$ cat config.mk
export PLATFORM = sky130hd
export DESIGN_NAME = disp_msg_arbiter
export DESIGN_NICKNAME = d
export VERILOG_FILES = /design/src/rtl/disp_pkg.sv /design/src/rtl/prio_enc.sv /design/src/rtl/disp_msg_arbiter.sv
export SDC_FILE = /design/constraint.sdc
export NUM_CORES = 1
export LEC_CHECK = 0
export CELL_PAD_IN_SITES_DETAIL_PLACEMENT = 1
export CELL_PAD_IN_SITES_GLOBAL_PLACEMENT = 2
export CORE_MARGIN = 3
export CORE_UTILIZATION = 32
export DETAILED_ROUTE_END_ITERATION = 6
export PLACE_DENSITY_LB_ADDON = 0.1
export SYNTH_ARGS = -nofsm -noshare
export SYNTH_HDL_FRONTEND = slang
export SYNTH_HIERARCHICAL = 1
export SYNTH_SLANG_ARGS = --single-unit
$ cat constraint.sdc
create_clock -name clk -period 6.74 [get_ports clk]
set_input_delay 1.348 -clock clk [delete_from_list [all_inputs] [get_ports clk]]
set_output_delay 1.348 -clock clk [all_outputs]
set_load 0.02 [all_outputs]
$ cat src/rtl/disp_pkg.sv
// Shared definitions for the display message arbiter: message codes and FSM states.
package disp_pkg;

    localparam logic [1:0] MSG_NUM = 2'b00;
    localparam logic [1:0] MSG_OP  = 2'b01;
    localparam logic [1:0] MSG_VAL = 2'b10;
    localparam logic [1:0] MSG_ERR = 2'b11;

    typedef enum logic [1:0] {
        StIdle = 2'b00,
        StLoad = 2'b01,
        StHold = 2'b10
    } state_e;

endpackage

$ cat src/rtl/prio_enc.sv
// Lowest-index-wins priority encoder over the request vector.
module prio_enc #(
    parameter int unsigned NREQ = 3,
    parameter int unsigned IDXW = 2
) (
    input  logic [NREQ-1:0] req,
    output logic            valid,
    output logic [IDXW-1:0] idx
);

    always_comb begin
        valid = |req;
        idx   = '0;
        // Scan from the top so the lowest set index is the one left standing.
        for (int i = int'(NREQ) - 1; i >= 0; i--) begin
            if (req[i]) begin
                idx = IDXW'(i);
            end
        end
    end

endmodule

$ cat src/rtl/disp_msg_arbiter.sv
// Fixed-priority arbiter sharing the seven-segment decoder write port among requesters,
// with a minimum on-screen hold time and optional preemption by requester 0.
module disp_msg_arbiter
    import disp_pkg::*;
#(
    parameter int unsigned NREQ        = 3,
    parameter int unsigned HOLD_CYCLES = 50_000_000,
    parameter bit          PREEMPT0    = 1'b1,
    localparam int unsigned IDXW       = (NREQ > 1) ? $clog2(NREQ) : 1,
    localparam int unsigned CNTW       = (HOLD_CYCLES > 1) ? $clog2(HOLD_CYCLES) : 1
) (
    input  logic              clk,
    input  logic              rst_n,
    input  logic [NREQ-1:0]   req,
    output logic [NREQ-1:0]   ack,
    input  logic [2*NREQ-1:0] req_msg,
    input  logic [8*NREQ-1:0] req_bin,
    input  logic [NREQ-1:0]   req_sgn,
    input  logic [2*NREQ-1:0] req_dot,
    output logic [7:0]        bin,
    output logic              wr_enable,
    output logic              led0_sel,
    output logic [1:0]        msg,
    output logic              sgn,
    output logic [1:0]        dot,
    output logic              busy,
    output logic [IDXW-1:0]   owner
);

    state_e            state_q, state_d;
    logic [CNTW-1:0]   cnt_q, cnt_d;
    logic              grant;
    logic              enc_valid;
    logic [IDXW-1:0]   enc_idx;

    logic [7:0]        bin_q;
    logic [1:0]        msg_q;
    logic              sgn_q;
    logic [1:0]        dot_q;
    logic              wr_q;
    logic              busy_q;
    logic [NREQ-1:0]   ack_q;
    logic [IDXW-1:0]   owner_q;

    prio_enc #(
        .NREQ (NREQ),
        .IDXW (IDXW)
    ) u_prio_enc (
        .req   (req),
        .valid (enc_valid),
        .idx   (enc_idx)
    );

    always_comb begin
        state_d = state_q;
        cnt_d   = cnt_q;
        grant   = 1'b0;
        case (state_q)
            StIdle: begin
                if (enc_valid) begin
                    grant   = 1'b1;
                    state_d = StLoad;
                end
            end
            StLoad: begin
                cnt_d   = CNTW'(HOLD_CYCLES - 1);
                state_d = StHold;
            end
            StHold: begin
                // Preemption wins even on the last hold cycle; req[0] makes enc_idx zero.
                if (PREEMPT0 && req[0] && (owner_q != '0)) begin
                    grant   = 1'b1;
                    state_d = StLoad;
                end else if (cnt_q == '0) begin
                    state_d = StIdle;
                end else begin
                    cnt_d = cnt_q - CNTW'(1);
                end
            end
            default: state_d = StIdle;
        endcase
    end

    always_ff @(posedge clk or negedge rst_n) begin
        if (!rst_n) begin
            state_q <= StIdle;
            cnt_q   <= '0;
            bin_q   <= '0;
            msg_q   <= MSG_NUM;
            sgn_q   <= 1'b0;
            dot_q   <= '0;
            wr_q    <= 1'b0;
            busy_q  <= 1'b0;
            ack_q   <= '0;
            owner_q <= '0;
        end else begin
            state_q <= state_d;
            cnt_q   <= cnt_d;
            wr_q    <= grant;
            busy_q  <= (state_d != StIdle);
            ack_q   <= grant ? (NREQ'(1) << enc_idx) : '0;
            if (grant) begin
                owner_q <= enc_idx;
                bin_q   <= req_bin[8*enc_idx +: 8];
                msg_q   <= req_msg[2*enc_idx +: 2];
                sgn_q   <= req_sgn[enc_idx];
                dot_q   <= req_dot[2*enc_idx +: 2];
            end
        end
    end

    assign bin       = bin_q;
    assign msg       = msg_q;
    assign sgn       = sgn_q;
    assign dot       = dot_q;
    assign wr_enable = wr_q;
    assign led0_sel  = wr_q;
    assign busy      = busy_q;
    assign ack       = ack_q;
    assign owner     = owner_q;

endmodule

==> results of run 1 <==
worst max-delay path, cell delays in order:
cell and delay (ns):
clkdlybuf4s50_1 0.50, nor2b_1 0.62, nor2b_1 0.87, a221oi_1 0.22, o2bb2ai_1 0.18
routing by layer:
metal  wire length, µm  GRT usage  part of all wire
met1              3000      0.193              0.45
met2              3090      0.254              0.46
met3               462     0.0526             0.070
met4                94     0.0469             0.014
met5                 0          0                 0
Yosys cell counts, drive strengths merged, types with 5 or more instances:
cell type	instances	area (µm²)
nand3	6	30.0
nor2	26	97.6
nor2b	6	37.5
dfrtp	48	1200
nand2	26	97.6
o2bb2ai	5	43.8
o21ai	14	70.1
a21oi	10	50.1
mux2i	16	160
or3b	5	43.8
a221oi	5	43.8
clkbuf	8	30.0
nor4	10	77.6
a31oi	6	37.5
or3	9	57.6
nor3	10	50.1
a211oi	5	52.6
stage by stage:
stage | worst slack (ns) | instance area [µm²] | util
2_1_floorplan | 3.89 | 2530 | -
3_5_place_dp | 2.83 | 3250 | 0.434
4_1_cts | 3.17 | 3370 | 0.450
3_3_place_gp | 3.01 | 3250 | 0.434
5_1_grt | 2.91 | 3370 | 0.450
6_report | 3.23 | 3370 | 0.450
worst paths after layout:
path	start	end	slack, ns
max	req[1]	bin[6]	3.23
min reg2reg	bin[4]	bin[4]	0.48
max reg2reg	cnt_q[0]	cnt_q[16]	3.92
min	bin[4]	bin[4]	0.48
max in group asynchronous	rst_n	bin[3]	5.16
min in group asynchronous	rst_n	cnt_q[19]	1.13
logic make-up (layout without fill, tap and decap cells):
kind of cell | after synthesis | in the layout | share of synthesized area
adders and majority gates | 1 | 1 | 0.00494
buffers and inverters | 16 | 78 | 0.0311
xor gates and xnor gates | 2 | 2 | 0.00691
AOI/OAI and AO/OA | 56 | 56 | 0.161
muxes | 16 | 16 | 0.0632
DFF | 48 | 48 | 0.474
and+or+nand+nor | 119 | 119 | 0.259
power by group through the flow:
stage | registers [mW] | logic (mW) | clock network (mW)
final | 0.401 | 0.434 | 0.225
after floorplan | 0.464 | 0.194 | 0
after CTS | 0.404 | 0.446 | 0.234
after global routing | 0.413 | 0.484 | 0.243
after detailed placement | 0.408 | 0.445 | 0
after global placement | 0.405 | 0.444 | 0
state kept, by name, indices dropped and copies added (netlist names):
signal	count
ack	3
bin	8
busy	1
cnt_q	26
dot	2
led0_sel	1
msg	2
owner	2
sgn	1
state_q	2
area by class of cell:
| cell class | instances | area, µm² |
|---|---|---|
| clock inverters | 2 | 38.8 |
| fillers | 830 | 4120 |
| inverters | 5 | 18.8 |
| multi-input cells | 194 | 1260 |
| clock buffers | 6 | 82.6 |
| flip-flops and latches | 48 | 1200 |
| repair buffers | 65 | 643 |
| well taps | 99 | 124 |
==> flow_summary.ini, run 1 <==
[sta]
slew_viol_final = 0
whs_ns = 0.485
rsz0062_at_grt = no
final-setup-viol-count = 0
timing.final.crit_share = 0.520
finalHoldViolCount = 0
finalClockSkew_ns = 0.00848
maxSlewHeadroom = 0.255
setup_tns_ns = 0
finalCriticalPeriod_ns = 3.51
worstMarginPinSlew_ns = 1.11
fmax_mhz = 285

[layout]
drive_gt1_frac = 0.0719
diodes = 0
mostFrequentLayoutCells = clkdlybuf4s50_1 (63), dfrtp_1 (48), nand2_1 (26), nor2_1 (26), mux2i_1 (16)
final_common_cell = clkdlybuf4s50_1
areaGrowthSynthToFinish_pct = 32.9
nNetsFinal = 364
final_cells = 419

[global_routing]
grt_usage = 0.155
grt_start_max_net_pins = 49
grt_pass1_vias = 2332
grt-ovfl-total = 0
antenna_found_initial = 0
grt_pass1_wl_um = 11100

[floorplan]
die_w_um = 95.0
rows = 31
die_h_um = 95.0
die_area_um2 = 9030
initial_core_util = 0.339
ios = 65
core_area_um2 = 7490

[yosys]
syn_inst = 258
synth-warning-count = 6
ys_seq_area_frac = 0.474
synth_seq_cells = 48
synth_flop_cell = dfrtp_1
syn_area_per_cell_um2 = 9.83
synth_cell_type_count = 47
synth_nets = 303
synth_edf_count = 0
async_reset_ff_frac = 1.00
syn_area_um2 = 2530

[pwr]
totalPowerFinal_mw = 1.06
peakVddDrop_mv = 0.140
combinationalPowerShare = 0.409
p_sw_mw = 0.400
p_clk_frac = 0.212
cellLeakagePower_nw = 1.24
swShare = 0.377
internal-power_mw = 0.660
power.density_nw_per_um2 = 315
power.share.sequential = 0.378

[drt]
drt_iter0_drc = 60
drt_wl_total_um = 6640
wl_per_cell_um = 15.9
drc_errors = 0
vias = 2183
ant_nets = 0
viasPerCell = 5.21
first_pass_iters = 3

[setup_path]
r2r_cells = 7
start_kind = input port
cp.required_ns = 6.97
critPathMaxFanout = 14
criticalPathCategory = in2reg
critical_path_arrival_ns = 3.74
end_kind = register

[clocking]
cts_hold_buffers = 0
path_clk_slew_ns = 0.09
cts_tree = done
clk_latency_ns = 0.31
ctsLongestPathBuffers = 2
clock-sinks = 48
cts_made_buffers = 5
post_cts_buffers = 0
cts_root_buf = clkbuf_8
h-tree-depth = 2
ctsResizeCount = 0

[placed_design]
dp.final_hpwl_um = 4850
routabilityCongestion = 0.708
place_inst = 411
numPortBuffers = 64

[flow_run]
cap_violations = 0

[run_status]
outcome = finished clean

[min_path]
hold_path.class = reg2reg
hold_path_depth = 2
No activity file was read; power rests on OpenSTA's default activity.
==> run 2: changes to the inputs <==
CORE_UTILIZATION = 30   (was 32)
clock period = 3.4 ns   (was 6.74 ns; I/O delays follow)
==> run 2 against run 1 <==
Routed wire length rose by 5.1%; critical path depth did not move; setup slack got worse by 2.6 ns; sequential power rose by 99%; design area rose by 1.7%; clock skew rose by 0.0070 ns; sequential cell count did not move; power rose by 100%; final cell count rose by 1.9%; via count rose by 2.9%.
==> flow_summary.ini, run 2 (synthesis results as in run 1) <==
[pwr]
cellLeakagePower_nw = 1.27
peakVddDrop_mv = 0.269
swShare = 0.370
internal-power_mw = 1.36
power.density_nw_per_um2 = 631
p_sw_mw = 0.800
p_clk_frac = 0.228
power.share.sequential = 0.369
combinationalPowerShare = 0.402

[layout]
drive_gt1_frac = 0.0862
largest_reg_flops = 26
fill_cells = 904
areaGrowthSynthToFinish_pct = 35.1
top_register = cnt_q
diodes = 0
fin_area_um2 = 3420
mostFrequentLayoutCells = clkdlybuf4s50_1 (63), dfrtp_1 (48), nand2_1 (26), nor2_1 (26), mux2i_1 (16)
nNetsFinal = 370
final_common_cell = clkdlybuf4s50_1

[clocking]
clk_latency_ns = 0.31
path_clk_slew_ns = 0.10
cts_root_buf = clkbuf_8
cts_tree = done
ctsResizeCount = 0
h-tree-depth = 2
cts_hold_buffers = 0
clock-sinks = 48
cts_made_buffers = 5
post_cts_buffers = 0
ctsLongestPathBuffers = 2

[setup_path]
cp.required_ns = 3.62
critical_path_arrival_ns = 3.01
start_kind = register
criticalPathCategory = reg2reg
end_kind = register
critPathMaxFanout = 16

[drt]
ant_nets = 0
drt_wl_total_um = 6980
vias = 2247
first_pass_iters = 4
drt_iter0_drc = 58
viasPerCell = 5.26
wl_per_cell_um = 16.3
drc_errors = 0

[floorplan]
ios = 65
die_w_um = 97.9
die_h_um = 97.9
die_area_um2 = 9590
rows = 32
initial_core_util = 0.318
core_area_um2 = 7970

[placed_design]
numPortBuffers = 64
routabilityCongestion = 0.724
dp.final_hpwl_um = 5250
placed_area_um2 = 3300
pre_cts_slack_ns = 0.477

[flow_run]
cap_violations = 0

[sta]
fmax_mhz = 358
finalHoldViolCount = 0
rsz0062_at_grt = no
setup_tns_ns = 0
finalClockSkew_ns = 0.0155
finalCriticalPeriod_ns = 2.79
final-setup-viol-count = 0
maxSlewHeadroom = 0.272
timing.final.crit_share = 0.822
final_critical_path_setup_slack_ns = 0.605
slew_viol_final = 0
worstMarginPinSlew_ns = 1.09

[global_routing]
grt_usage = 0.149
grt-ovfl-total = 0
grt_pass1_vias = 2324
antenna_found_initial = 0
grt_pass1_wl_um = 11700
grt_start_max_net_pins = 34

[min_path]
hold_path.class = in2async

[run_status]
outcome = finished clean
==> run 2: cell count changes in the layout (fill, tap and decap cells not counted), sizes merged <==
cell,change
buf,+6
bufinv,+1
clkbuf,-1
clkinv,-1
==> run 2: power groups by stage <==
stage	combinational [mW]	clock [mW]	sequential, mW
6_report	0.869	0.494	0.798
3_3_place_gp	0.880	0	0.806
4_1_cts	0.891	0.508	0.801
5_1_grt	0.961	0.526	0.821
3_5_place_dp	0.890	0	0.807
2_1_floorplan	0.384	0	0.920
==> run 2: critical path, cell delays in order, from the launching register on <==
cell and delay [ns]:
dfrtp_1 0.43, or4_4 0.56, or3_1 0.54, o41a_1 0.72, and4_1 0.31, o21ai_1 0.14
==> run 2: final cells by class <==
class	count	area, µm²	area share
Clock inverter	2	60.1	0.0175
Multi-Input combinational cell	194	1260	0.368
Timing Repair Buffer	71	688	0.201
Inverter	5	18.8	0.00548
Sequential cell	48	1200	0.351
Tap cell	102	128	0.0373
Clock buffer	5	68.8	0.0201
==> run 2: final timing paths <==
check / start / end / slack, ns / cells past startpoint
hold / removal: rst_n / cnt_q[25] / 0.44 / 1
setup reg to reg: cnt_q[12] / cnt_q[4] / 0.61 / 5
hold reg to reg: bin[3] / bin[3] / 0.50 / 2
min in group clk: bin[3] / bin[3] / 0.50 / 2
setup / recovery: cnt_q[12] / cnt_q[4] / 0.61 / 5
max in group asynchronous: rst_n / msg[1] / 2.23 / 2
==> run 2: through the flow <==
stage / total power, mW / util / instances / hold WS (ns)
detailed placement: 1.70 / 0.414 / 420 / 0.480
finish: 2.16 / 0.430 / 427 / 0.440
floorplan: 1.30 / - / 258 / 0.384
global route: 2.31 / 0.430 / 427 / 0.512
CTS: 2.20 / 0.430 / 427 / 0.461
global placement: 1.69 / 0.414 / 420 / 0.461
==> run 2: layer usage <==
metal | vias up | track usage | share of wire
met4 | 0 | 0.0351 | 0.0083
met2 | 60 | 0.245 | 0.47
met1 | 1092 | 0.186 | 0.44
li1 | 1089 | - | -
met3 | 6 | 0.0550 | 0.080
met5 | - | 0 | 0
